<file path="config.mk">
export PLATFORM = sky130hd
export DESIGN_NAME = instr_fetch_unit_flat
export DESIGN_NICKNAME = d
export VERILOG_FILES = /design/src/rtl/instr_fetch_unit_if.sv /design/src/rtl/instr_fetch_unit.sv /design/src/flat_wrapper.sv
export SDC_FILE = /design/constraint.sdc
export NUM_CORES = 1
export LEC_CHECK = 0
export ABC_AREA = 0
export CORE_MARGIN = 4
export CORE_UTILIZATION = 40
export CTS_CLUSTER_SIZE = 40
export DETAILED_ROUTE_END_ITERATION = 10
export PLACE_DENSITY_LB_ADDON = 0.08
export SLEW_MARGIN = 10
export SYNTH_ARGS = -nofsm -noshare
export SYNTH_HDL_FRONTEND = slang
export SYNTH_SLANG_ARGS = --single-unit
</file>
<file path="constraint.sdc">
create_clock -name clk -period 2.1 [get_ports clk]
set_input_delay 0.315 -clock clk [delete_from_list [all_inputs] [get_ports clk]]
set_output_delay 0.315 -clock clk [all_outputs]
set_load 0.03 [all_outputs]
</file>
<file path="src/rtl/instr_fetch_unit_if.sv">
// Instruction-memory request/acknowledge bus between the fetch unit and imem.
interface instr_fetch_unit_if;
  logic        imem_req;
  logic [31:0] imem_addr;
  logic        imem_ack;
  logic [31:0] imem_rdata;

  modport master (output imem_req, output imem_addr, input imem_ack, input imem_rdata);
  modport slave  (input imem_req, input imem_addr, output imem_ack, output imem_rdata);
endinterface

</file>
<file path="src/rtl/instr_fetch_unit.sv">
// RV32I fetch stage: PC, imem request/ack handshake and the instruction register
// feeding decode and immediate extension.
module instr_fetch_unit #(
  parameter logic [31:0] RESET_PC  = 32'h0000_0000,
  parameter logic [31:0] NOP_INSTR = 32'h0000_0013
) (
  input  logic                clk,
  input  logic                rst_n,
  instr_fetch_unit_if.master  imem,
  input  logic                stall,
  input  logic                redirect,
  input  logic [31:0]         redirect_pc,
  output logic [31:0]         instr,
  output logic [31:0]         instr_pc,
  output logic                instr_valid,
  output logic [31:0]         pc_plus4,
  output logic                misalign_err
);

  localparam int unsigned XLEN = 32;

  typedef enum logic [1:0] {BOOT, REQ, DROP, VALID} state_t;

  state_t          state;
  logic [XLEN-1:0] pc;
  logic [XLEN-1:0] pc_target;
  logic            req;
  logic [XLEN-1:0] target;
  logic [XLEN-1:0] pc_next;

  // Misaligned targets are still taken, with the low bits dropped.
  assign target   = {redirect_pc[XLEN-1:2], 2'b00};
  assign pc_next  = pc + XLEN'(4);
  assign pc_plus4 = instr_pc + XLEN'(4);

  // In DROP, pc keeps the abandoned address so the outstanding request stays stable.
  assign imem.imem_req  = req;
  assign imem.imem_addr = pc;

  always_ff @(posedge clk or negedge rst_n) begin
    if (!rst_n) begin
      state        <= BOOT;
      pc           <= RESET_PC;
      pc_target    <= RESET_PC;
      req          <= 1'b0;
      instr        <= NOP_INSTR;
      instr_pc     <= RESET_PC;
      instr_valid  <= 1'b0;
      misalign_err <= 1'b0;
    end else begin
      misalign_err <= redirect && (redirect_pc[1:0] != 2'b00);
      unique case (state)
        BOOT: begin
          if (redirect) pc <= target;
          req   <= 1'b1;
          state <= REQ;
        end
        REQ: begin
          if (redirect) begin
            if (imem.imem_ack) begin
              pc <= target;
            end else begin
              pc_target <= target;
              state     <= DROP;
            end
          end else if (imem.imem_ack) begin
            instr       <= imem.imem_rdata;
            instr_pc    <= pc;
            instr_valid <= 1'b1;
            pc          <= pc_next;
            req         <= 1'b0;
            state       <= VALID;
          end
        end
        DROP: begin
          // Last redirect wins, including one landing on the ack cycle.
          if (imem.imem_ack) begin
            pc    <= redirect ? target : pc_target;
            state <= REQ;
          end else if (redirect) begin
            pc_target <= target;
          end
        end
        VALID: begin
          if (redirect || !stall) begin
            instr_valid <= 1'b0;
            instr       <= NOP_INSTR;
            req         <= 1'b1;
            state       <= REQ;
          end
          if (redirect) pc <= target;
        end
        default: begin
          state <= BOOT;
          req   <= 1'b0;
        end
      endcase
    end
  end

endmodule

</file>
<file path="src/flat_wrapper.sv">
// flat-port wrapper written by rule: the top's interface ports become plain ports
module instr_fetch_unit_flat 
#(
  parameter logic [31:0] RESET_PC  = 32'h0000_0000,
  parameter logic [31:0] NOP_INSTR = 32'h0000_0013
)
  (clk, rst_n, stall, redirect, redirect_pc, instr, instr_pc, instr_valid, pc_plus4, misalign_err, imem_imem_req, imem_imem_addr, imem_imem_ack, imem_imem_rdata);
  instr_fetch_unit_if imem_i ();
  input  logic clk;
  input  logic rst_n;
  input  logic stall;
  input  logic redirect;
  input  logic [31:0] redirect_pc;
  output logic [31:0] instr;
  output logic [31:0] instr_pc;
  output logic instr_valid;
  output logic [31:0] pc_plus4;
  output logic misalign_err;
  output wire logic [$bits(imem_i.imem_req)-1:0] imem_imem_req;
  output wire logic [$bits(imem_i.imem_addr)-1:0] imem_imem_addr;
  input wire logic [$bits(imem_i.imem_ack)-1:0] imem_imem_ack;
  input wire logic [$bits(imem_i.imem_rdata)-1:0] imem_imem_rdata;
  assign imem_imem_req = imem_i.imem_req;
  assign imem_imem_addr = imem_i.imem_addr;
  assign imem_i.imem_ack = imem_imem_ack;
  assign imem_i.imem_rdata = imem_imem_rdata;
  instr_fetch_unit #(.RESET_PC(RESET_PC), .NOP_INSTR(NOP_INSTR)) u_core (.clk(clk), .rst_n(rst_n), .imem(imem_i), .stall(stall), .redirect(redirect), .redirect_pc(redirect_pc), .instr(instr), .instr_pc(instr_pc), .instr_valid(instr_valid), .pc_plus4(pc_plus4), .misalign_err(misalign_err));
endmodule
</file>
# Yosys cells after proc, flatten, opt, wreduce, memory -nomap -nowiden
# Index checks and enable logic that the tools add are counted.
# classes
n_mux,29
n_reduce_logical,15
eq_ne,13
n_bitwise,1
n_addsub,2
# op_table
cell,n
32-bit two-way mux,12
32-bit one-hot mux with 2 select lines,2
32-bit one-hot mux with 3 select lines,1
32-bit by 3-bit adder with 32-bit output (second input constant),2
4-bit AND reduction,4
2-bit != test (second input constant),6
2-bit two-way mux,5
2-bit one-hot mux with 4 select lines,1
1-bit two-way mux,6
3-bit != test (second input constant),2
3-bit AND reduction,2
2-bit nonzero test,3
2-bit == test (second input constant),2
2-bit by 1-bit != test with 1-bit output (second input constant),2
1-bit one-hot mux with 3 select lines,1
3-bit nonzero test,1
2-bit by 1-bit == test with 1-bit output (second input constant),1
2-bit logical NOT,1
1-bit one-hot mux with 2 select lines,1
2-bit OR reduction,1
1-bit logical AND,1
1-bit logical NOT,1
1-bit logical OR,1
1-bit inverter,1
# totals
register_bits,133
out_inout_bits,131
word_cells,68

# Logic depth before layout (Yosys ltp)
# Gate-level depths: netlist (run 1).
# logic_depth
ltp_word,4
ltp_mapped,10
depth_no_buf,7

# Least setup slack after synthesis (run 1)
# Ideal clock, no wire load.
# synth_timing
kind,reg2out
start,reg u_core.instr_pc[4]
end,out pc_plus4[25]
path_slack_ns,-0.342
stages_incl_launch_ff,7
arrival_ns,2.127
required_time_ns,1.785
path_cell_list,dfrtp_1 -> and4_1 -> buf_2 -> nand4_2 -> nor3_2 -> nand3_1 -> xnor2_1
# synth_via
elab_chain_cells,1
# synth_lines
item,line,text
start: declaration,instr_fetch_unit.sv:14,"output logic [31:0] instr_pc,"
start signal: assignment,instr_fetch_unit.sv:68,instr_pc <= pc;
32-bit by 3-bit adder with 32-bit output,instr_fetch_unit.sv:34,assign pc_plus4 = instr_pc + XLEN'(4);
end: declaration,flat_wrapper.sv:17,output logic [31:0] pc_plus4;
# Every way passes these cells.

# Worst setup path in the final report (run 1)
# layout_timing
start,reg u_core.instr_pc[16]
end,out pc_plus4[26]
# Same word-level chain as after synthesis.

==> summary.txt, run 1 <==
Run status
  • Status: complete, but fails checks
  • Failing checks: negative setup slack

Finish
  • Share of post-route cells with drive strength above 1: 28.2%
  • N_diodes: 0
  • Post-layout net count: 1084
  • Area growth, synth to finish: 52.4%
  • Non-filler cells in the finished layout: 1246
  • Final Cell Area: 0.0110 sq mm

Detailed routing
  • Routed length per instance: 18.2 um
  • Vias: 6990
  • Vias/cell: 5.61
  • Final WL: 22600 um
  • Initial DRC count: 428
  • DR pass1 iterations: 6
  • Residual DRC: 0
  • Post-DRT Antenna Nets: 0

Worst setup path
  • CP endpoint kind: primary output
  • WP data required: 1780 ps
  • CP max stage cell: dfrtp_2
  • Crit path DAT: 2070 ps
  • Cell repeated most along the worst path: nand4_1
  • Sequence of cells on the critical path: and4_4 > nand4_1 > buf_4 > nor4_4 > nand4_1 > xnor2_4 > buf_6
  • CP Launch Type: register
  • Critical Path Fanout Max: 3
  • Crit path largest cell delay: 350 ps
  • Critical path class: reg2out

Placed design
  • Placed Cells: 1201
  • Dpl hpwl: 16400 um
  • Gpl congestion: 0.930
  • Placed Instance Area: 0.0100 sq mm
  • Place WS: -44.4 ps
  • Port Buffer Count: 199

Timing
  • Worst-margin pin slew: 530 ps
  • Achievable Freq: 0.419 GHz
  • Fin crit share: 114%
  • Setup ws final: -286 ps
  • Final slew viol count: 0
  • Relative slew margins: 64.4%
  • Final Setup Violations: 18
  • Hold WS: 405 ps
  • Final Hold Viols: 0
  • RSZ-0062 raised after global routing: yes
  • Clock Skew: 6.43 ps
  • Crit path time final: 2390 ps

Yosys
  • Cells after synthesis: 753
  • Sequential fraction of the synthesis area: 46.0%
  • Synth warn: 0
  • Yosys reg bits: 133
  • Post-Synthesis Net Count: 828
  • Number of synthesized flops with an enable pin: 0
  • Synth cell types: 69
  • Dominant synthesized flop cell: dfrtp_1
  • Post-synthesis cell area: 0.00724 sq mm
  • Syn_area_per_cell: 9.62 sq um
  • Ys async rst share: 100%

Die
  • Std-Cell Rows: 48
  • I/O pins: 200
  • Starting density of the core: 41.3%
  • Core ar.: 0.0175 sq mm
  • Die H: 143 um
  • Die W: 143 um
  • Die ar.: 0.0203 sq mm

Clock tree
  • CTS tree: done
  • Clk sink count: 133
  • Latest clock arrival within the worst-skew pair: 420 ps
  • Clock Path Buffers: 2
  • Worst-path clk slew: 60 ps
  • CTS H-Tree Depth: 4
  • Root buffer cell: clkbuf_16
  • CTS Buf Count: 17

Pwr
  • PwrDens: 1740 mW/mm^2
  • Maximum vdd ir drop: 0.00101 V
  • P_leak: 0.00483 uW

Global route
  • Antenna violations before repair: 1
  • First-pass GRT wire length: 35600 um
  • Global Route Usage Sum: 22.0%
  • Total gr overflow: 0
  • Vias in the first global route: 6896
  • Pin count of the biggest net entering global routing: 57

Hold path
  • Hold Crit Class: in2async

Run
  • Max Cap Viol: 0
==> worst max-delay path, delay by kind of cell, from the launching register on <==
kind                   cells  cell delay (ps)
flip-flops                 1              350
buffers and inverters      2              320
AND/OR/NAND/NOR            4              790
XOR/XNOR                   1              200
==> through the flow <==
| step | utilization, % | total power (uW) | TNS, ps |
|---|---|---|---|
| after floorplan | - | 11300 | -60.8 |
| after detailed placement | 57.3 | 16000 | -61.5 |
| after global placement | 57.3 | 15700 | 0 |
| after global routing | 62.9 | 20300 | -4090 |
| after CTS | 62.1 | 19000 | -2940 |
| final | 62.9 | 19200 | -2390 |
==> path summary, 6_finish.rpt <==
kind	cells past startpoint	start	to	slack, ps
setup / recovery	7	u_core.instr_pc[16]	pc_plus4[26]	-290
hold / removal	2	rst_n	u_core.instr[23]	400
setup reg to reg	8	u_core.state[0]	u_core.imem.imem_addr[19]	110
hold reg to reg	2	u_core.instr[23]	u_core.instr[23]	470
max in group asynchronous	3	rst_n	u_core.instr[0]	920
min in group clk	3	imem_imem_rdata[4]	u_core.instr[4]	440
==> cell type report <==
type                       count  area [sq um]
fill                        1420          6500
multi-input combinational    556          4020
sequential                   133          3350
timing repair buffer         290          2780
clock buffer                  19           453
tap                          225           282
clock inverter                12           108
inverter                      11          41.3
==> cell usage after synthesis, types with 3 or more instances <==
| master | number | share of area (%) |
|---|---|---|
| and2_1 | 6 | 0.52 |
| buf_2 | 25 | 1.7 |
| a22oi_1 | 7 | 0.73 |
| dfrtp_1 | 130 | 45 |
| and4_1 | 6 | 0.73 |
| nor3b_1 | 4 | 0.41 |
| nand4_1 | 15 | 1.3 |
| nand2_1 | 123 | 6.4 |
| buf_1 | 3 | 0.16 |
| o211ai_1 | 3 | 0.31 |
| dfstp_2 | 3 | 1.1 |
| o21ai_0 | 35 | 2.4 |
| a211oi_1 | 8 | 0.83 |
| nor2_1 | 34 | 1.8 |
| mux2_2 | 58 | 9.0 |
| xor2_1 | 5 | 0.60 |
| nor4_1 | 5 | 0.43 |
| ha_1 | 6 | 1.0 |
| a21boi_0 | 4 | 0.41 |
| nor2b_1 | 7 | 0.60 |
| nand3_1 | 53 | 3.7 |
| o22ai_1 | 6 | 0.52 |
| mux2i_1 | 4 | 0.55 |
| a311oi_1 | 3 | 0.36 |
| buf_4 | 3 | 0.31 |
| o21ai_1 | 3 | 0.21 |
| inv_1 | 11 | 0.57 |
| a21oi_1 | 30 | 2.1 |
| a221o_1 | 3 | 0.41 |
| a221oi_1 | 20 | 2.4 |
| xnor2_1 | 27 | 3.3 |
| clkbuf_1 | 20 | 1.0 |
| a21o_1 | 4 | 0.41 |
| and3_1 | 10 | 0.86 |
| nor3_1 | 13 | 0.90 |
| o31ai_1 | 7 | 0.73 |
| a31oi_1 | 7 | 0.60 |
==> logic make-up (layout without fill, tap and decap cells) <==
family | Yosys count | after routing | share of synthesized area, %
compound gates | 163 | 163 | 15.2
xor+xnor | 32 | 32 | 3.87
fa+ha+maj | 6 | 6 | 1.04
buf+inv | 64 | 332 | 4.15
flops | 133 | 133 | 46.0
mux | 62 | 62 | 9.57
simple gates | 293 | 293 | 20.1
==> placed cells by master (no fill, tap or decap), types with 9 or more instances in the layout <==
cell,n
nor3_1,13
clkdlybuf4s50_1,168
dfrtp_1,118
xnor2_1,12
mux2_2,58
buf_4,78
dfrtp_2,12
a221oi_1,16
nor2_1,29
buf_6,26
nand2_1,118
nand3_1,48
inv_1,11
xnor2_2,10
nand4_1,15
clkbuf_16,17
a21oi_1,30
and3_1,9
o21ai_0,33
==> state kept, by name, indices dropped and copies added (netlist names) <==
register,flops
u_core.state,2
u_core.imem.imem_req,1
u_core.misalign_err,1
u_core.instr_valid,1
u_core.imem.imem_addr,32
u_core.pc_target,32
u_core.instr,32
u_core.instr_pc,32
==> power by group <==
| group | switching, uW | internal [uW] |
|---|---|---|
| Clock | 1120 | 1680 |
| Combinational | 6470 | 5030 |
| Sequential | 1090 | 3810 |
==> metal layers <==
metal,routed length (um),GRT usage [%],share of wire [%]
met3,2220,7.06,9.8
met2,10500,34.7,46
met4,693,9.20,3.1
met5,12,0,0.053
met1,9210,27.8,41
==> timing repair <==
action | 4_1_cts | 5_1_grt
hold endpoints to repair | 48 | 0
resized for setup | 74 | 37
buffers inserted | 8 | 7
endpoints found under the setup margin | 29 | 72
hold buffers | 1 | 0
pin swaps | 23 | 18
Note: power is estimated with default switching activity, not from simulation.
==> run 2, diff against run 1 <==
SLEW_MARGIN = not set   (was 10)
==> results of run 2 <==
Final layout, timing and power as in run 1 (identical DEF).
==> run 3, diff against run 2 <==
CORE_ASPECT_RATIO = 0.6   (was not set)
==> summary.txt, run 3 (synthesis gave the netlist of run 1 again) <==
Run status
  • Failing checks: negative setup slack
  • Status: complete, but fails checks

Worst setup path
  • Crit path largest cell delay: 350 ps (about the same)
  • Crit path launch: u_core.instr_pc[11]
  • CP endpoint kind: primary output
  • WP data required: 1780 ps (about the same)
  • Critical Path Fanout Max: 3 (unchanged)
  • Crit path DAT: 2110 ps (+40 ps)
  • Critical path class: reg2out
  • CP Launch Type: register
  • CP max stage cell: dfrtp_1
  • Worst r2r src: u_core.imem.imem_addr[6]
  • Reg2Reg Depth: 5 (-3)
  • Sequence of cells on the critical path: and4_4 > nand2_4 > nor4_4 > buf_4 > nand4_1 > xnor2_4 > buf_6

Finish
  • Most frequent cells in the layout: clkdlybuf4s50_1, nand2_1, dfrtp_1
  • Multi-input combinational cell area: 0.00402 sq mm (-0.16%)
  • Register area: 0.00335 sq mm (unchanged)
  • Post-layout net count: 1095 (+1.0%)
  • Non-filler cells in the finished layout: 1267 (+1.7%)
  • Fill cell total of the finished layout: 1426 (+0.42%)
  • Most common cell after layout, fill and taps aside: clkdlybuf4s50_1
  • Share of post-route cells with drive strength above 1: 29.0% (+0.83 points)
  • N_diodes: 0 (unchanged)
  • Area growth, synth to finish: 53.8%

Timing
  • Fin crit share: 116% (+2.0 points)
  • Final Hold Viols: 0 (unchanged)
  • Relative slew margins: 61.4% (-3.0 points)
  • Final Setup Violations: 19 (+1)
  • Achievable Freq: 0.412 GHz (-1.7%)
  • RSZ-0062 raised after global routing: yes
  • Setup ws final: -327 ps (-41.0 ps)
  • Final slew viol count: 0 (unchanged)
  • Fin Setup TNS: -4160 ps (-1760 ps)
  • Clock Skew: 11.5 ps (+5.08 ps)
  • Worst-margin pin slew: 575 ps (+44.4 ps)
  • Crit path time final: 2430 ps (+41.0 ps)

Clock tree
  • Clock Path Buffers: 2 (unchanged)
  • Worst-path clk slew: 60 ps (about the same)
  • Latest clock arrival within the worst-skew pair: 420 ps (about the same)
  • CTS Buf Count: 17 (unchanged)
  • Root buffer cell: clkbuf_16
  • Clk sink count: 133 (unchanged)
  • CTS H-Tree Depth: 4 (unchanged)
  • CTS tree: done

Detailed routing
  • Top Layer Used: met4
  • Final WL: 24500 um (+8.4%)
  • WL met3: 1580 um (-29%)
  • Post-DRT Antenna Nets: 0 (unchanged)
  • Initial DRC count: 503 (+18%)
  • Residual DRC: 0 (unchanged)
  • Vias: 7157 (+2.4%)
  • Routed length per instance: 19.3 um (+6.6%)
  • Vias/cell: 5.65 (+0.69%)
  • Metal2 WL: 11100 um (+6.3%)
  • Metal-1 WL: 11400 um (+24%)
  • DR pass1 iterations: 5 (-1)

Global route
  • First-pass GRT wire length: 38600 um (+8.4%)
  • Antenna violations before repair: 0 (-1)
  • Vias in the first global route: 7093 (+2.9%)
  • Total gr overflow: 0 (unchanged)
  • Pin count of the biggest net entering global routing: 55 (-3.5%)
  • Global Route Usage Sum: 23.4% (+1.5 points)

Pwr
  • P_leak: 0.00486 uW (+0.51%)
  • Clock power share: 15.0% (+0.4 points)
  • Reg power frac: 25.0% (-0.5 points)
  • Maximum vdd ir drop: 0.000883 V (-13%)
  • P_int: 10600 uW (+0.65%)
  • Comb power frac: 60.0% (about the same)
  • Sw frac: 45.7% (+0.45 points)
  • Sw power: 8910 uW (+2.5%)
  • PwrDens: 1750 mW/mm^2 (+0.56%)
  • Power Total: 19500 uW (+1.5%)

Run
  • Max Cap Viol: 0 (unchanged)

Placed design
  • Place WS: -47.2 ps (-2.81 ps)
  • Dpl hpwl: 17800 um (+8.5%)
  • Gpl congestion: 0.900 (-3.2%)
  • Port Buffer Count: 199 (unchanged)
  • Placed Cells: 1223 (+1.8%)

Die
  • Die W: 182 um (+27%)
  • Starting density of the core: 41.5% (+0.20 points)
  • Core ar.: 0.0175 sq mm (-0.48%)
  • Std-Cell Rows: 37 (-23%)
  • I/O pins: 200 (unchanged)
  • Die ar.: 0.0204 sq mm (+0.35%)
  • Die H: 112 um (-21%)

Hold path
  • Hold Crit Class: in2async
## run 3: changes by cell type in the layout (fill, tap and decap cells not counted), moves of 2 or more
cell             delta
clkbuf_2            +2
buf_4              +12
a221oi_2            -2
buf_6               -2
buf_12              +2
clkinv_2            -3
and2_4              -2
nand3_2             -3
clkdlybuf4s15_1     -2
clkinv_4            -2
nor3_2              +2
a221oi_1            +2
inv_6               +5
nand3_4             +3
## run 3: metrics by stage
step	cell area (sq um)	util, %	hold slack (ps)
after detailed placement	10200	58.3	290
after global placement	10200	58.3	288
final	11100	63.8	425
after CTS	10900	62.3	419
after floorplan	7400	-	19.4
after global routing	11100	63.8	454
## run 3: final cells by class
cell class	count	share of cell area (%)
clock inverters	12	1.07
inverters	11	0.371
flip-flops and latches	133	30.0
clock buffers	20	4.10
multi-input cells	556	36.1
well taps	234	2.63
repair buffers	301	25.7
## run 3: final timing paths
path | endpoint | slack [ps]
min | u_core.instr_pc[30] | 430
max reg2reg | u_core.imem.imem_addr[23] | 110
min reg2reg | u_core.instr[13] | 470
max | pc_plus4[26] | -330
max in group asynchronous | u_core.imem.imem_addr[19] | 890
min in group clk | u_core.instr[30] | 450
## run 3: worst max-delay path, delay by kind of cell, from the launching register on
kind,cells,cell delay (ps)
XOR/XNOR,1,200
flip-flops,1,350
AND/OR/NAND/NOR,4,820
buffers and inverters,2,320
## run 3: repair_timing
item	CTS	global route
setup endpoints to repair	29	70
gates resized for setup	43	63
setup buffers	2	9
cloned	0	0
pin swaps	11	21
hold buffers	1	0
hold endpoints to repair	46	0
## run 3: per-layer routing
metal,global-route usage (%),up-vias
li1,-,3291
met1,34.4,3513
met2,35.9,316
met3,4.37,37
met4,5.85,0
met5,0,-
## run 3: power groups by stage
stage	clock network, uW	logic (uW)	registers [uW]
3_3_place_gp	0	11200	4810
3_5_place_dp	0	11400	4860
6_report	2930	11700	4880
2_1_floorplan	0	4770	6580
5_1_grt	3110	12500	5030
4_1_cts	2980	11500	4850
